--- config.mk ---
export PLATFORM = sky130hd
export DESIGN_NAME = min_max_scheduler
export DESIGN_NICKNAME = d
export VERILOG_FILES = /design/src/rtl/min_max_scheduler.sv
export SDC_FILE = /design/constraint.sdc
export NUM_CORES = 1
export LEC_CHECK = 0
export CORE_MARGIN = 3
export CORE_UTILIZATION = 38
export DETAILED_ROUTE_END_ITERATION = 10
export PLACE_DENSITY = 0.78
export SETUP_SLACK_MARGIN = 0.3
export SLEW_MARGIN = 10
export SYNTH_ARGS = -nofsm -noshare
export SYNTH_HDL_FRONTEND = slang
export SYNTH_SLANG_ARGS = --single-unit
--- constraint.sdc ---
create_clock -name clk -period 1.5 [get_ports clk]
set_input_delay 0.3 -clock clk [delete_from_list [all_inputs] [get_ports clk]]
set_output_delay 0.3 -clock clk [all_outputs]
set_load 0.03 [all_outputs]
--- src/rtl/min_max_scheduler.sv ---
// Round-robin scheduler sharing one min/max engine among four requesters.
// Optional job watchdog enabled by defining MMS_WATCHDOG_EN.
module min_max_scheduler #(
  parameter int TMO_LIMIT = 63
) (
  input  logic       clk,
  input  logic       reset,
  input  logic [3:0] req,
  output logic [3:0] gnt,
  output logic [3:0] ack,
  output logic [1:0] sel,
  output logic       eng_start,
  input  logic       eng_done,
  input  logic [7:0] eng_max,
  input  logic [7:0] eng_min,
  output logic [7:0] res_max,
  output logic [7:0] res_min,
  output logic       err
);

  typedef enum logic [3:0] {
    IDLE  = 4'b0001,
    START = 4'b0010,
    WAIT  = 4'b0100,
    ACK   = 4'b1000
  } state_t;

  state_t     state, state_next;
  logic [1:0] ptr, ptr_next;
  logic [1:0] sel_next;
  logic [7:0] res_max_next, res_min_next;
  logic [1:0] winner;
  logic       found;

  // Parameter only matters with the watchdog; out-of-range values leave a marker block.
  if (TMO_LIMIT < 1 || TMO_LIMIT > 63) begin : g_tmo_limit_out_of_range
  end

`ifdef MMS_WATCHDOG_EN
  logic [5:0] wd_cnt, wd_cnt_next;
  logic       err_flag, err_flag_next;
  logic       timeout;
  assign timeout = ((wd_cnt + 6'd1) == 6'(TMO_LIMIT));
`endif

  // Circular search starting just after the last served requester.
  always_comb begin
    winner = ptr;
    found  = 1'b0;
    for (int k = 1; k <= 4; k++) begin
      if (!found && req[ptr + 2'(k)]) begin
        winner = ptr + 2'(k);
        found  = 1'b1;
      end
    end
  end

  always_ff @(posedge clk or posedge reset) begin
    if (reset) begin
      state    <= IDLE;
      ptr      <= 2'd3;
      sel      <= 2'd0;
      res_max  <= 8'h00;
      res_min  <= 8'h00;
`ifdef MMS_WATCHDOG_EN
      wd_cnt   <= 6'd0;
      err_flag <= 1'b0;
`endif
    end else begin
      state    <= state_next;
      ptr      <= ptr_next;
      sel      <= sel_next;
      res_max  <= res_max_next;
      res_min  <= res_min_next;
`ifdef MMS_WATCHDOG_EN
      wd_cnt   <= wd_cnt_next;
      err_flag <= err_flag_next;
`endif
    end
  end

  always_comb begin
    state_next    = state;
    ptr_next      = ptr;
    sel_next      = sel;
    res_max_next  = res_max;
    res_min_next  = res_min;
`ifdef MMS_WATCHDOG_EN
    wd_cnt_next   = wd_cnt;
    err_flag_next = err_flag;
`endif
    case (state)
      IDLE: begin
        if (found) begin
          sel_next   = winner;
          state_next = START;
        end
      end
      START: begin
`ifdef MMS_WATCHDOG_EN
        wd_cnt_next = 6'd0;
`endif
        state_next = WAIT;
      end
      WAIT: begin
`ifdef MMS_WATCHDOG_EN
        wd_cnt_next = wd_cnt + 6'd1;
`endif
        if (eng_done) begin
          res_max_next = eng_max;
          res_min_next = eng_min;
`ifdef MMS_WATCHDOG_EN
          err_flag_next = 1'b0;
`endif
          state_next = ACK;
        end
`ifdef MMS_WATCHDOG_EN
        // A done arriving on the limit cycle wins over the abort.
        else if (timeout) begin
          res_max_next  = 8'h00;
          res_min_next  = 8'hFF;
          err_flag_next = 1'b1;
          state_next    = ACK;
        end
`endif
      end
      ACK: begin
        ptr_next   = sel;
        state_next = IDLE;
      end
      default: state_next = IDLE;
    endcase
  end

  assign gnt       = (state != IDLE) ? (4'b0001 << sel) : 4'b0000;
  assign ack       = (state == ACK)  ? (4'b0001 << sel) : 4'b0000;
  assign eng_start = (state == START);
`ifdef MMS_WATCHDOG_EN
  assign err       = err_flag && (state == ACK);
`else
  assign err       = 1'b0;
`endif

endmodule

# After elaboration in Yosys (flattened, before gate mapping)
# Cells that the tools add are included.
# W data, S select, Z words.
# op_classes
n_addsub,3
magnitude_cmp,4
n_eq_ne,7
n_shift,1
muxes,21
reduce_logical,9
# ops
op,count
$mux W4,4
$lt A2 B3 Y1 const B,4
$pmux W4 S3,1
$bmux W1 S2,4
$mux W1,8
$mux W2,4
$reduce_and A2 Y1,3
$add A2 B2 Y2 const B,2
$eq A4 B1 Y1 const B,1
$eq A4 B2 Y1 const B,1
$eq A4 B3 Y1 const B,1
$eq A4 B4 Y1 const B,1
$ne A2 B2 Y1 const B,2
$ne A4 B1 Y1 const B,1
$shl A1 B2 Y4 const A,1
$logic_and A1 B1 Y1,3
$logic_not A1 Y1,3
$add A2 B1 Y2 const B,1
# totals
regBits,24
in_bits,23
out_inout_bits,28

# Logic depth before layout (Yosys ltp)
# logic_depth
word_depth,15
mapped_depth,5
mapped_depth_nobuf,4

# Worst setup path after synthesis
# OpenSTA, ideal clock, no wires.
# synth_path
path_kind,register to output
startpoint,reg state[1]
endpoint,out ack[0]
arrival_ps,1390
required_time_ps,1200
slack_ps,-190
stages_incl_launch_ff,4
cell_sequence,dfrtp_1 -> nor2_1 -> nand3b_1 -> nor3_1
# synth_via
elab_chain_cells,2
# synth_lines
element,line_no,rtl
"start, declared",28,"state_t state, state_next;"
"start signal, assigned",70,state <= state_next;
$eq A4 B4 Y1,136,assign ack = (state == ACK) ? (4'b0001 << sel) : 4'b0000;
$mux W4,136,
"end, declared",10,"output logic [3:0] ack,"
# No other way between the ends.

# Worst setup path in the final report
# layout_path
startpoint,reg state[1]
endpoint,out ack[1]
# The elaborated chain is that of the path after synthesis.

==> impl_summary.md <==
Status
The run finished, with violations left. The checks that failed: negative setup slack.

Detailed routing
In the routed layout, each cell is associated on average with a via count of approximately 4.9. Once detail routing completed, the nets flagged for antenna violations numbered 0. For this block, the initial DRC count from the detailed router was 47. The aggregate routed wire length is 3.766 mm.

In the detailed route, the total length drawn on met3 is approximately 260 um. The average detailed-routed wire length per instance is around 16 um. Summed over all nets, wire length on met2 after detailed routing comes to ~2.1 mm. For this block, the via count after detailed routing is 1153. The length of the first detailed-routing pass in iterations is 4. The detailed router used layers up to and including met4.

The wire length on met1 is between 1 and 1.5 mm. The final routed DRC violation total is 0.

Worst hold path
The classification of the worst-slack hold path is input port to asynchronous set/reset pin.

STA
The clock arrives with between 0.006 and 0.007 ns of skew. For the pin with the worst max-slew slack, the measured transition is 0.5359 ns. The number of slew-limit violations in the final report was 0. After layout, the worst setup slack is -0.3275 ns. Hold is met by 0.3144 ns. Setup violations remaining at the end of the flow were counted as 30.

The worst path uses 121.8% of the clock period. The final critical delay including setup and external delays is 1.828 ns. The remaining max-slew budget at the tightest pin is ~64%. The maximum frequency from static timing analysis is ~550 MHz. The final hold violation count is 0. Setup repair after global routing could not meet its margin everywhere.

Critical path
Walking the worst path, the cells encountered are buf_6 -> nor2_4 -> nand3b_1 -> buf_6 -> nor2_4 -> buf_6. The critical path start-end classification is flop to output port. STA classifies the critical path startpoint as a flop. Of all nets on the critical path, the largest fanout is 3. The cell type group with the largest total delay on the critical path is buffers and inverters.

The endpoint of the lowest-slack register-to-register path is res_min[4]. The largest individual stage delay along the critical path comes from the cell sky130_fd_sc_hd__dfrtp_1. Together, buffers and inverters on the worst path number 3. The reg2reg setup slack is -0.23 ns. The critical path's most frequent cell is sky130_fd_sc_hd__buf_6. The delay contributed by the slowest stage of the critical path is ~0.42 ns. At the worst endpoint, the required time is ~1.2 ns. The depth of the most critical reg-to-reg path is 7. The source of the worst register-to-register timing path is state[1]. The data arrival time of the critical path is about 1.5 ns. STA classifies the critical path endpoint as an output port.

Clocking
The tree is rooted in a sky130_fd_sc_hd__clkbuf_4. No sink is reached through more buffers than the 2 on the longest clock path. Counting every sink on the clock net gives 24. The clock slew at the register clock pins of the worst setup and hold paths is around 0.14 ns.

The clock latency of the later-clocked register in the worst-skew pair is just over 0.3 ns. The CTS buffer count is 3. The cts-stage hold buffer count is 0. The TritonCTS clock tree is built. CTS built an H-tree with a depth of 1.

Yosys
After synthesis, the share of cell area in mux cells is approximately 22%. The compound-cell area share of the yosys netlist is around 6.6%. The number of nets in the synthesized netlist is about 120. The Yosys step of the flow raised 0 warnings. In the synthesized netlist the dominant register cell turns out to be sky130_fd_sc_hd__dfrtp_1. The simple logic cell fraction of the synthesized area is 16.98%.

The main combinational cell family by area after synthesis is multiplexers. The portion of the post-synthesis area used by sequential elements is about half. Of all flip-flops after synthesis, the portion carrying an async set or reset was between 90% and 100%.

The number of cells produced by synthesis is 96. The xor/xnor share of the synthesized area is 0%. In this run, synthesis inferred 0 flip-flops with an integrated enable. Synthesis inferred 24 register bits. Of the total synthesized cell area, the portion taken by full adders, half adders and majority gates is 0%.

The cell area after synthesis is 0.001201 sq mm. The average instance area after synthesis is roughly 13 sq um. The distinct cell type count after synthesis is 32.

Finish
The filler cells instantiated in the layout total 154. The synthesis-to-finish area growth is 95.42%. The final-stage net count is 219. The post-layout utilization of the core is between 80% and 90%. The antenna diode instance count is 0. The fraction of final layout cells sized beyond drive strength 1 is 65.13%.

GRT
The global-route wire length before repair is roughly 5.4 mm. The via count of the first global-routing pass is between 1000 and 1500. The remaining global-route overflow is 0. Entering global routing, the biggest net connects 25 pins. For this run, the total global-route usage over all layers was measured as about 17%. The initial antenna violation count came to 0.

Place
The routability-driven placement congestion ratio is between 0.8 and 0.9. The placed wire-length estimate after detailed placement is between 2 and 2.5 mm. The number of input and output port buffers inserted is 49.

Die
The initialized floorplan defines 19 standard-cell rows. The core region is between 0.002 and 0.003 sq mm. The number of ports placed on the die boundary is 51. The initial core utilization is a little over two fifths. The area of the die is approximately 0.0039 sq mm.

The floorplan step set the die width to around 62 um. Measured along the y axis, the die boundary spans 62.22 um.

Power
Power spread over the standard cell area amounts to between 2000 and 2500 mW/mm^2. Summed over all cells, the static leakage comes to roughly 0.0012 uW. The worst ir drop on vdd is 1.429 mV.

Job
The number of max-cap violations is 0.
report_power, final:
| group | internal, uW | total [uW] | switching (uW) |
|---|---|---|---|
| logic | 1870 | 3350 | 1480 |
| clock network | 148 | 346 | 198 |
| registers | 972 | 1270 | 293 |
sequential cells by signal, summed over array words and instances (netlist names):
signal / count
sel: 2
res_max: 8
res_min: 8
state: 4
ptr: 2
stage by stage:
step,setup WS [ns],total power (uW),TNS (ns),instances,area (sq um)
after global placement,-0.2759,3621,-1.809,204,1918
after floorplan,0.002086,2651,0,96,1261
after CTS,-0.3598,4215,-6.299,218,2028
after global routing,-0.4055,5191,-8.199,237,2347
after detailed placement,-0.3652,3700,-3.107,204,1918
final,-0.3275,4963,-6.333,237,2347
cells by family after synthesis:
group | Yosys count
AOI/OAI and AO/OA | 10
buffers and inverters | 8
DFF | 24
muxes | 20
other | 1
and+or+nand+nor | 33
placed cells by master, fill, tap and decap left out, types with 2 or more instances in the layout:
cell                               n
sky130_fd_sc_hd__buf_4            41
sky130_fd_sc_hd__buf_6            33
sky130_fd_sc_hd__clkdlybuf4s50_1  22
sky130_fd_sc_hd__dfrtp_1          19
sky130_fd_sc_hd__mux2_4           17
sky130_fd_sc_hd__nor2_4            4
sky130_fd_sc_hd__nand3b_1          4
sky130_fd_sc_hd__nor2_1            3
sky130_fd_sc_hd__inv_1             3
sky130_fd_sc_hd__nand2b_4          3
sky130_fd_sc_hd__nand2b_1          3
sky130_fd_sc_hd__nor3_2            3
sky130_fd_sc_hd__clkbuf_4          3
sky130_fd_sc_hd__dfstp_2           3
sky130_fd_sc_hd__mux2_2            2
sky130_fd_sc_hd__inv_2             2
sky130_fd_sc_hd__nand2_1           2
sky130_fd_sc_hd__nor2b_1           2
sky130_fd_sc_hd__nor2_2            2
sky130_fd_sc_hd__o21ai_0           2
sky130_fd_sc_hd__dfrtp_2           2
metal layers:
layer	GRT usage, %	vias up
met3	3.784	4
met1	18.05	560
met4	4.972	0
met5	0	-
met2	33.60	54
li1	-	535
worst min-delay path: stages:
cell and delay [ns]:
sky130_fd_sc_hd__clkdlybuf4s50_1 0.40, sky130_fd_sc_hd__inv_1 0.05, sky130_fd_sc_hd__buf_4 0.29
worst max-delay path by stage:
stage	startpoint	to	cells after the start	slack, ns
floorplan	state[1]	ack[1]	3	0.002
detailed placement	req[0]	sel[0]	5	-0.37
global route	state[1]	ack[1]	6	-0.41
finish	state[1]	ack[1]	6	-0.33
global placement	state[0]	gnt[3]	4	-0.28
CTS	state[1]	ack[0]	5	-0.36
what timing repair did:
item / CTS / global route
setup endpoints to repair: 50 / 51
setup buffers: 10 / 18
pin swaps: 9 / 5
gates resized for setup: 132 / 59
gates cloned: 0 / 1
cell type report:
type / count / area, sq um / area share, %
sequential: 24 / 606.8 / 25.85
clock buffer: 4 / 36.28 / 1.546
multi-input combinational: 64 / 688.2 / 29.32
timing repair buffer: 98 / 944.7 / 40.25
inverter: 5 / 18.77 / 0.7996
tap: 42 / 52.55 / 2.239
cell usage after synthesis, types with 2 or more instances:
| cell | count | area [sq um] |
|---|---|---|
| sky130_fd_sc_hd__mux2_4 | 10 | 150.1 |
| sky130_fd_sc_hd__nor2_1 | 9 | 33.78 |
| sky130_fd_sc_hd__o21ai_0 | 2 | 10.01 |
| sky130_fd_sc_hd__nor3_1 | 3 | 15.01 |
| sky130_fd_sc_hd__nand2b_1 | 6 | 37.54 |
| sky130_fd_sc_hd__dfrtp_1 | 21 | 525.5 |
| sky130_fd_sc_hd__mux2_2 | 2 | 22.52 |
| sky130_fd_sc_hd__nand3b_1 | 4 | 30.03 |
| sky130_fd_sc_hd__nand2_1 | 3 | 11.26 |
| sky130_fd_sc_hd__buf_6 | 2 | 22.52 |
| sky130_fd_sc_hd__dfstp_2 | 3 | 78.83 |
| sky130_fd_sc_hd__nor2b_1 | 2 | 12.51 |
| sky130_fd_sc_hd__inv_1 | 4 | 15.01 |
| sky130_fd_sc_hd__mux2_1 | 7 | 78.83 |
No activity file was read; power rests on OpenSTA's default activity.
